## src/rtl/decode_stage_pkg.sv

```systemverilog
// Shared types for the RV32I ID stage: ALU operations, opcodes, funct fields and the ID/EX
// payload.
package decode_stage_pkg;

   typedef enum logic [3:0] {
      ALU_ADD  = 4'd0,
      ALU_SUB  = 4'd1,
      ALU_SLL  = 4'd2,
      ALU_SLT  = 4'd3,
      ALU_SLTU = 4'd4,
      ALU_XOR  = 4'd5,
      ALU_SRL  = 4'd6,
      ALU_SRA  = 4'd7,
      ALU_OR   = 4'd8,
      ALU_AND  = 4'd9,
      ALU_LUI  = 4'd10
   } aluCtrl_e;

   typedef enum logic [6:0] {
      OPC_OP     = 7'b0110011,
      OPC_OP_IMM = 7'b0010011,
      OPC_LUI    = 7'b0110111,
      OPC_AUIPC  = 7'b0010111,
      OPC_LOAD   = 7'b0000011,
      OPC_STORE  = 7'b0100011,
      OPC_BRANCH = 7'b1100011,
      OPC_JAL    = 7'b1101111,
      OPC_JALR   = 7'b1100111
   } opcode_e;

   localparam logic [2:0] F3_ADD_SUB = 3'b000;
   localparam logic [2:0] F3_SLL     = 3'b001;
   localparam logic [2:0] F3_SLT     = 3'b010;
   localparam logic [2:0] F3_SLTU    = 3'b011;
   localparam logic [2:0] F3_XOR     = 3'b100;
   localparam logic [2:0] F3_SR      = 3'b101;
   localparam logic [2:0] F3_OR      = 3'b110;
   localparam logic [2:0] F3_AND     = 3'b111;

   localparam logic [2:0] F3_BEQ  = 3'b000;
   localparam logic [2:0] F3_BNE  = 3'b001;
   localparam logic [2:0] F3_BLT  = 3'b100;
   localparam logic [2:0] F3_BGE  = 3'b101;
   localparam logic [2:0] F3_BLTU = 3'b110;
   localparam logic [2:0] F3_BGEU = 3'b111;

   localparam logic [6:0] F7_ZERO = 7'h00;
   localparam logic [6:0] F7_ALT  = 7'h20;

   typedef struct packed {
      logic [31:0] pc;
      aluCtrl_e    alu_ctrl;
      logic        src_pc;
      logic        src_imm;
      logic [31:0] imm;
      logic [4:0]  rs1;
      logic [4:0]  rs2;
      logic [4:0]  rd;
      logic        reg_write;
      logic        illegal;
   } idex_t;

   localparam idex_t IDEX_CLEAR = '{
      pc:        32'h0,
      alu_ctrl:  ALU_ADD,
      src_pc:    1'b0,
      src_imm:   1'b0,
      imm:       32'h0,
      rs1:       5'd0,
      rs2:       5'd0,
      rd:        5'd0,
      reg_write: 1'b0,
      illegal:   1'b0
   };

   // Shared OP / OP-IMM funct3 map; alt selects SUB/SRA from funct7[5].
   function automatic aluCtrl_e f3_to_alu(input logic [2:0] f3, input logic alt);
      aluCtrl_e w_op;
      unique case (f3)
         F3_ADD_SUB: w_op = alt ? ALU_SUB : ALU_ADD;
         F3_SLL:     w_op = ALU_SLL;
         F3_SLT:     w_op = ALU_SLT;
         F3_SLTU:    w_op = ALU_SLTU;
         F3_XOR:     w_op = ALU_XOR;
         F3_SR:      w_op = alt ? ALU_SRA : ALU_SRL;
         F3_OR:      w_op = ALU_OR;
         default:    w_op = ALU_AND;
      endcase
      return w_op;
   endfunction

endpackage

```

## src/rtl/decode_stage_if.sv

```systemverilog
// IF->ID and ID->EX handshake/payload bundle; slave is the decode stage's view.
interface decode_stage_if;
   import decode_stage_pkg::*;

   logic        if_valid;
   logic        if_ready;
   logic [31:0] if_instr;
   logic [31:0] if_pc;
   logic        flush;
   logic        ex_valid;
   logic        ex_ready;
   logic [31:0] ex_pc;
   aluCtrl_e    ex_alu_ctrl;
   logic        ex_src_pc;
   logic        ex_src_imm;
   logic [31:0] ex_imm;
   logic [4:0]  ex_rs1;
   logic [4:0]  ex_rs2;
   logic [4:0]  ex_rd;
   logic        ex_reg_write;
   logic        ex_illegal;

   modport slave (
      input  if_valid, if_instr, if_pc, flush, ex_ready,
      output if_ready, ex_valid, ex_pc, ex_alu_ctrl, ex_src_pc, ex_src_imm, ex_imm,
             ex_rs1, ex_rs2, ex_rd, ex_reg_write, ex_illegal
   );

   modport master (
      output if_valid, if_instr, if_pc, flush, ex_ready,
      input  if_ready, ex_valid, ex_pc, ex_alu_ctrl, ex_src_pc, ex_src_imm, ex_imm,
             ex_rs1, ex_rs2, ex_rd, ex_reg_write, ex_illegal
   );

endinterface

```

## src/rtl/decode_stage_imm_gen.sv

```systemverilog
// Immediate generator: picks the RV32I immediate format from the opcode, sign-extended from
// instr[31]; OP-IMM shifts yield the zero-extended shamt.
module decode_stage_imm_gen
   import decode_stage_pkg::*;
(
   input  logic [31:0] i_instr,
   output logic [31:0] o_imm
);

   logic [2:0] w_f3;
   assign w_f3 = i_instr[14:12];

   always_comb begin
      o_imm = 32'h0;
      case (i_instr[6:0])
         OPC_OP_IMM: begin
            if (w_f3 == F3_SLL || w_f3 == F3_SR) begin
               o_imm = {27'h0, i_instr[24:20]};
            end else begin
               o_imm = {{20{i_instr[31]}}, i_instr[31:20]};
            end
         end
         OPC_LOAD, OPC_JALR: o_imm = {{20{i_instr[31]}}, i_instr[31:20]};
         OPC_STORE:          o_imm = {{20{i_instr[31]}}, i_instr[31:25], i_instr[11:7]};
         OPC_BRANCH: o_imm = {{19{i_instr[31]}}, i_instr[31], i_instr[7], i_instr[30:25],
                              i_instr[11:8], 1'b0};
         OPC_LUI, OPC_AUIPC: o_imm = {i_instr[31:12], 12'h0};
         OPC_JAL: o_imm = {{11{i_instr[31]}}, i_instr[31], i_instr[19:12], i_instr[20],
                           i_instr[30:21], 1'b0};
         default: o_imm = 32'h0;
      endcase
   end

endmodule

```

## src/rtl/decode_stage.sv

```systemverilog
// RV32I ID stage: combinational decode into an idex_t payload held in the ID/EX register,
// with valid/ready on both sides and a flush that kills the register contents.
module decode_stage
   import decode_stage_pkg::*;
#(
   parameter bit CLEAR_ON_FLUSH = 1'b1
) (
   input  logic           clk,
   input  logic           rst,
   decode_stage_if.slave  bus
);

   logic [31:0] w_instr;
   logic [6:0]  w_opcode;
   logic [2:0]  w_f3;
   logic [6:0]  w_f7;
   logic [31:0] w_imm;
   logic        w_ill;
   logic        w_wr;
   logic        w_if_ready;
   idex_t       w_dec;

   idex_t       r_idex;
   logic        r_valid;

   assign w_instr  = bus.if_instr;
   assign w_opcode = w_instr[6:0];
   assign w_f3     = w_instr[14:12];
   assign w_f7     = w_instr[31:25];

   decode_stage_imm_gen u_imm_gen (
      .i_instr (w_instr),
      .o_imm   (w_imm)
   );

   always_comb begin
      w_dec     = IDEX_CLEAR;
      w_ill     = 1'b0;
      w_wr      = 1'b0;
      w_dec.pc  = bus.if_pc;
      w_dec.rs1 = w_instr[19:15];
      w_dec.rs2 = w_instr[24:20];
      w_dec.rd  = w_instr[11:7];
      case (w_opcode)
         OPC_OP: begin
            if (w_f7 == F7_ZERO ||
                (w_f7 == F7_ALT && (w_f3 == F3_ADD_SUB || w_f3 == F3_SR))) begin
               w_dec.alu_ctrl = f3_to_alu(w_f3, w_f7[5]);
               w_wr           = 1'b1;
            end else begin
               w_ill = 1'b1;
            end
         end
         OPC_OP_IMM: begin
            w_dec.src_imm = 1'b1;
            w_wr          = 1'b1;
            // funct7 only matters for shifts; ADDI must never become SUB.
            if (w_f3 == F3_SLL) begin
               w_ill = (w_f7 != F7_ZERO);
            end else if (w_f3 == F3_SR) begin
               w_ill = !(w_f7 == F7_ZERO || w_f7 == F7_ALT);
            end
            w_dec.alu_ctrl = f3_to_alu(w_f3, (w_f3 == F3_SR) && w_f7[5]);
         end
         OPC_LUI: begin
            w_dec.alu_ctrl = ALU_LUI;
            w_dec.src_imm  = 1'b1;
            w_wr           = 1'b1;
         end
         OPC_AUIPC, OPC_JAL: begin
            w_dec.src_pc  = 1'b1;
            w_dec.src_imm = 1'b1;
            w_wr          = 1'b1;
         end
         OPC_LOAD: begin
            w_dec.src_imm = 1'b1;
            w_wr          = 1'b1;
         end
         OPC_STORE: begin
            w_dec.src_imm = 1'b1;
         end
         OPC_BRANCH: begin
            unique case (w_f3)
               F3_BEQ, F3_BNE:   w_dec.alu_ctrl = ALU_SUB;
               F3_BLT, F3_BGE:   w_dec.alu_ctrl = ALU_SLT;
               F3_BLTU, F3_BGEU: w_dec.alu_ctrl = ALU_SLTU;
               default:          w_ill = 1'b1;
            endcase
         end
         OPC_JALR: begin
            if (w_f3 == 3'b000) begin
               w_dec.src_imm = 1'b1;
               w_wr          = 1'b1;
            end else begin
               w_ill = 1'b1;
            end
         end
         default: w_ill = 1'b1;
      endcase

      // Any illegal encoding collapses to one canonical harmless payload.
      if (w_ill) begin
         w_dec.alu_ctrl  = ALU_ADD;
         w_dec.src_pc    = 1'b0;
         w_dec.src_imm   = 1'b0;
         w_dec.imm       = 32'h0;
         w_dec.reg_write = 1'b0;
      end else begin
         w_dec.imm       = w_imm;
         w_dec.reg_write = w_wr && (w_dec.rd != 5'd0);
      end
      w_dec.illegal = w_ill;
   end

   assign w_if_ready = !r_valid || bus.ex_ready;

   always_ff @(posedge clk or posedge rst) begin
      if (rst) begin
         r_valid <= 1'b0;
         r_idex  <= IDEX_CLEAR;
      end else if (bus.flush) begin
         r_valid <= 1'b0;
         if (CLEAR_ON_FLUSH) begin
            r_idex <= IDEX_CLEAR;
         end
      end else if (w_if_ready) begin
         if (bus.if_valid) begin
            r_valid <= 1'b1;
            r_idex  <= w_dec;
         end else begin
            r_valid <= 1'b0;
            if (CLEAR_ON_FLUSH) begin
               r_idex <= IDEX_CLEAR;
            end
         end
      end
   end

   assign bus.if_ready     = w_if_ready;
   assign bus.ex_valid     = r_valid;
   assign bus.ex_pc        = r_idex.pc;
   assign bus.ex_alu_ctrl  = r_idex.alu_ctrl;
   assign bus.ex_src_pc    = r_idex.src_pc;
   assign bus.ex_src_imm   = r_idex.src_imm;
   assign bus.ex_imm       = r_idex.imm;
   assign bus.ex_rs1       = r_idex.rs1;
   assign bus.ex_rs2       = r_idex.rs2;
   assign bus.ex_rd        = r_idex.rd;
   assign bus.ex_reg_write = r_idex.reg_write;
   assign bus.ex_illegal   = r_idex.illegal;

endmodule

```

## src/flat_wrapper.sv

```systemverilog
// flat-port wrapper written by rule: the top's interface ports become plain ports
module decode_stage_flat import decode_stage_pkg::*;
#(
   parameter bit CLEAR_ON_FLUSH = 1'b1
)
  (clk, rst, bus_if_valid, bus_if_instr, bus_if_pc, bus_flush, bus_ex_ready, bus_if_ready, bus_ex_valid, bus_ex_pc, bus_ex_alu_ctrl, bus_ex_src_pc, bus_ex_src_imm, bus_ex_imm, bus_ex_rs1, bus_ex_rs2, bus_ex_rd, bus_ex_reg_write, bus_ex_illegal);
  decode_stage_if bus_i ();
  input  logic clk;
  input  logic rst;
  input wire logic [$bits(bus_i.if_valid)-1:0] bus_if_valid;
  input wire logic [$bits(bus_i.if_instr)-1:0] bus_if_instr;
  input wire logic [$bits(bus_i.if_pc)-1:0] bus_if_pc;
  input wire logic [$bits(bus_i.flush)-1:0] bus_flush;
  input wire logic [$bits(bus_i.ex_ready)-1:0] bus_ex_ready;
  output wire logic [$bits(bus_i.if_ready)-1:0] bus_if_ready;
  output wire logic [$bits(bus_i.ex_valid)-1:0] bus_ex_valid;
  output wire logic [$bits(bus_i.ex_pc)-1:0] bus_ex_pc;
  output wire logic [$bits(bus_i.ex_alu_ctrl)-1:0] bus_ex_alu_ctrl;
  output wire logic [$bits(bus_i.ex_src_pc)-1:0] bus_ex_src_pc;
  output wire logic [$bits(bus_i.ex_src_imm)-1:0] bus_ex_src_imm;
  output wire logic [$bits(bus_i.ex_imm)-1:0] bus_ex_imm;
  output wire logic [$bits(bus_i.ex_rs1)-1:0] bus_ex_rs1;
  output wire logic [$bits(bus_i.ex_rs2)-1:0] bus_ex_rs2;
  output wire logic [$bits(bus_i.ex_rd)-1:0] bus_ex_rd;
  output wire logic [$bits(bus_i.ex_reg_write)-1:0] bus_ex_reg_write;
  output wire logic [$bits(bus_i.ex_illegal)-1:0] bus_ex_illegal;
  assign bus_i.if_valid = bus_if_valid;
  assign bus_i.if_instr = bus_if_instr;
  assign bus_i.if_pc = bus_if_pc;
  assign bus_i.flush = bus_flush;
  assign bus_i.ex_ready = bus_ex_ready;
  assign bus_if_ready = bus_i.if_ready;
  assign bus_ex_valid = bus_i.ex_valid;
  assign bus_ex_pc = bus_i.ex_pc;
  assign bus_ex_alu_ctrl = bus_i.ex_alu_ctrl;
  assign bus_ex_src_pc = bus_i.ex_src_pc;
  assign bus_ex_src_imm = bus_i.ex_src_imm;
  assign bus_ex_imm = bus_i.ex_imm;
  assign bus_ex_rs1 = bus_i.ex_rs1;
  assign bus_ex_rs2 = bus_i.ex_rs2;
  assign bus_ex_rd = bus_i.ex_rd;
  assign bus_ex_reg_write = bus_i.ex_reg_write;
  assign bus_ex_illegal = bus_i.ex_illegal;
  decode_stage #(.CLEAR_ON_FLUSH(CLEAR_ON_FLUSH)) u_core (.clk(clk), .rst(rst), .bus(bus_i));
endmodule
```

## config.mk

```make
export PLATFORM = sky130hd
export DESIGN_NAME = decode_stage_flat
export DESIGN_NICKNAME = d
export VERILOG_FILES = /design/src/rtl/decode_stage_pkg.sv /design/src/rtl/decode_stage_if.sv /design/src/rtl/decode_stage_imm_gen.sv /design/src/rtl/decode_stage.sv /design/src/flat_wrapper.sv
export SDC_FILE = /design/constraint.sdc
export NUM_CORES = 1
export LEC_CHECK = 0
export BUFFER_PORTS_ARGS = -buffer_cell sky130_fd_sc_hd__buf_4
export CORE_MARGIN = 2
export CORE_UTILIZATION = 44
export DETAILED_ROUTE_END_ITERATION = 7
export GPL_TIMING_DRIVEN = 0
export PLACE_DENSITY = 0.76
export SYNTH_ARGS = -nofsm -noshare
export SYNTH_HDL_FRONTEND = slang
export SYNTH_SLANG_ARGS = --single-unit
```

## constraint.sdc

```tcl
create_clock -name clk -period 2.75 [get_ports clk]
set_clock_uncertainty 0.15 [all_clocks]
set_input_delay 0.55 -clock clk [delete_from_list [all_inputs] [get_ports clk]]
set_output_delay 0.55 -clock clk [all_outputs]
set_load 0.02 [all_outputs]
```

==> summary.txt <==
Logic synthesis
  • Synth area leader: dfrtp_1
  • Largest cells by area after synthesis: dfrtp_1 (55%), a22o_1 (13%), o21ai_0 (4.9%)
  • Post-synth EDFFs: 0
  • Synthesized area: 4010 um^2
  • Yosys reg bits: 88
  • Top FF cell, synth: dfrtp_1
  • Count leader, synth: dfrtp_1
  • Syn_area_per_cell: 11.2 um^2
  • Synth Net Count: 427
  • Synthesized instance count: 358
  • Count of different cell masters after synthesis: 52
  • Async SR Flop Fraction: 1.00
  • Share of the synthesized area in the top cell type: 0.549
  • Register area share after synthesis: 0.549
  • Yosys warning count: 0
  • Commonest cells post-synth: dfrtp_1 (88), a22o_1 (58), o21ai_0 (39), nand2_1 (28), clkbuf_1 (21)

Timing
  • Post-Route Setup TNS: 0 ps
  • Period utilisation layout: 0.852
  • Final setup fails: 0
  • Least-Margin Pin Slew: 652 ps
  • Rel. slew slack: 0.564
  • Unrepaired setup endpoints after global routing: no
  • F_max: 427 MHz
  • Post-layout min period: 2340 ps
  • Final Hold Viols: 0
  • Hold WS: 58.6 ps
  • Slew Viols, Final: 0
  • Final WS setup: 408 ps

Power
  • Max VDD drop: 0.313 mV
  • Int Power: 2.04 mW
  • Psw: 0.743 mW
  • Comb pwr share: 0.140
  • Sequential power share: 0.482
  • P_leak: 2.75 nW
  • Net Sw Frac: 0.267
  • Pwr per Cell Area: 498 nW/um^2
  • Clock share of power: 0.378

Placed design
  • Placed cell areas: 5360 um^2
  • Port bufs: 156
  • Placer congestion estimate: 0.862
  • Worst slack at placement: 153 ps
  • DP HPWL: 9340 um

Layout
  • Fill count: 709
  • Area growth syn-to-layout: 39.5%
  • Diodes inserted: 0
  • Register area: 2200 um^2
  • Layout cells sized above 1: 0.363
  • Core Util, Final: 0.639
  • Nets: 596
  • Fin area: 5600 um^2
  • Multi-input logic area: 1650 um^2

Drt
  • Drt pass-1 iters: 5
  • Routed vias/inst: 5.93
  • Final ANT Viol Nets: 0
  • DR vias: 3798
  • Residual DRC: 0
  • DRT iter0 DRCs: 255
  • DRT Wirelength: 12700 um
  • Wire per inst: 19.8 um

Floorplan
  • Initial Util: 0.458
  • Num rows: 34
  • Die Span X: 99.5 um
  • DIE AREA: 9900 um^2
  • Core area: 8760 um^2
  • I/O pins: 158
  • Die Y: 99.5 um

Worst setup path
  • Startpoint types: register
  • Crit. End Element: register
  • Crit path max fanout: 10
  • CP Class: register to register
  • Slowest CP cell: nor3b_2
  • Data arrival, critical path: 2470 ps
  • Crit path largest cell delay: 550 ps
  • Crit-path cells: nor2b_1 > nor3b_2 > nand3_1 > clkbuf_1 > o21ai_0
  • Worst endpoint required time: 2880 ps

Clock network
  • Worst-path clk slew: 100 ps
  • Max clock buf depth: 2
  • Worst-Skew Late Latency: 350 ps
  • Cts bufs inserted: 9
  • CTS tree: done
  • H-tree levels: 3
  • # Post-CTS Setup Buffers: 0
  • Post-CTS Resized: 0
  • Clock sink total: 88
  • Clock root buffer: clkbuf_8
  • Cts hold-fix bufs: 0

Global route
  • Met1 GRT Util: 0.355
  • Global-route wire length before repair: 20000 um
  • GR Layer Usage met3: 0.0351
  • Total GRT Usage: 0.257
  • Initial antenna violation count: 0
  • Vias in the first global route: 3786
  • Top Usage Layer GRT: met2
  • Grt total ovfl: 0
  • GR Util met2: 0.420
  • Largest net degree at the start of global routing: 41

Flow run
  • Max Cap Viol: 0

Run status
  • Status: finished clean

Worst hold path
  • Worst hold path type: primary input to async pin
## power by group through the flow
stage          Sequential [mW]  Combinational, mW  Clock (mW)
6_report                  1.34              0.389        1.05
4_1_cts                   1.34              0.388        1.07
3_3_place_gp              1.37              0.373           0
2_1_floorplan             1.41              0.140           0
3_5_place_dp              1.37              0.385           0
5_1_grt                   1.35              0.420        1.11
## registers in the layout (all words and copies together), names as in the netlist, 4 cells and up
register and cells:
u_core.bus.ex_rs1 5, u_core.bus.ex_alu_ctrl 4, u_core.bus.ex_imm 32, u_core.bus.ex_rs2 5, u_core.bus.ex_rd 5, u_core.bus.ex_pc 32
## layout make-up
cell class | instances | share of cell area
plain buffers | 31 | 0.0255
clock buffers | 10 | 0.0246
clock inverters | 6 | 0.0174
inverters | 5 | 0.00402
multi-input cells | 234 | 0.295
flip-flops and latches | 88 | 0.393
well taps | 108 | 0.0241
repair buffers | 158 | 0.216
## cells by family (layout without fill, tap and decap cells)
kind of cell	Yosys count	after routing	share of synthesized area
buf+inv	36	210	0.0402
flops	88	88	0.549
xor+xnor	1	1	0.00218
mux	1	1	0.00249
simple gates	78	78	0.112
compound gates	154	154	0.294
## metal layers
layer / vias to the layer above / share of wire
met5: - / 0
met3: 19 / 0.071
li1: 1732 / -
met4: 0 / 0.017
met2: 184 / 0.48
met1: 1863 / 0.43
## cell usage in the layout (no fill, tap or decap), drive strengths merged, types with 2 or more instances in the layout
cell type / count
nand2b: 5
clkbuf: 31
a22o: 58
and2: 5
o221ai: 2
and3: 2
nor2b: 4
a21oi: 7
nor4: 2
o21a: 2
nand3: 3
nand2: 28
a32oi: 13
nor2: 12
o21ai: 40
and4: 2
nor3: 5
nand3b: 2
nand4: 3
buf: 168
dfrtp: 88
o211ai: 3
inv: 7
o31ai: 2
bufinv: 2
a22oi: 4
a32o: 11
## stage by stage
step | std cells | total power [mW]
floorplan | 358 | 1.55
global placement | 622 | 1.74
detailed placement | 624 | 1.76
CTS | 640 | 2.80
global route | 640 | 2.88
finish | 640 | 2.79
## path summary, 6_finish.rpt
kind | from | to | slack, ps | cells after the start
max | u_core.bus.ex_valid | u_core.bus.ex_imm[25] | 410 | 5
min | rst | u_core.bus.ex_imm[19] | 60 | 2
max reg2reg | u_core.bus.ex_valid | u_core.bus.ex_imm[25] | 410 | 5
min reg2reg | u_core.bus.ex_src_pc | u_core.bus.ex_src_pc | 350 | 2
max in group asynchronous | rst | u_core.bus.ex_illegal | 1600 | 4
min in group clk | bus_flush | u_core.bus.ex_valid | 220 | 2
## worst max-delay path, delay by kind of cell (launching register included)
family,cells,cell delay (ps)
and+or+nand+nor,3,1160
DFF,1,390
buffers and inverters,1,330
AOI/OAI and AO/OA,1,230
Power figures use the tool's default switching activity.
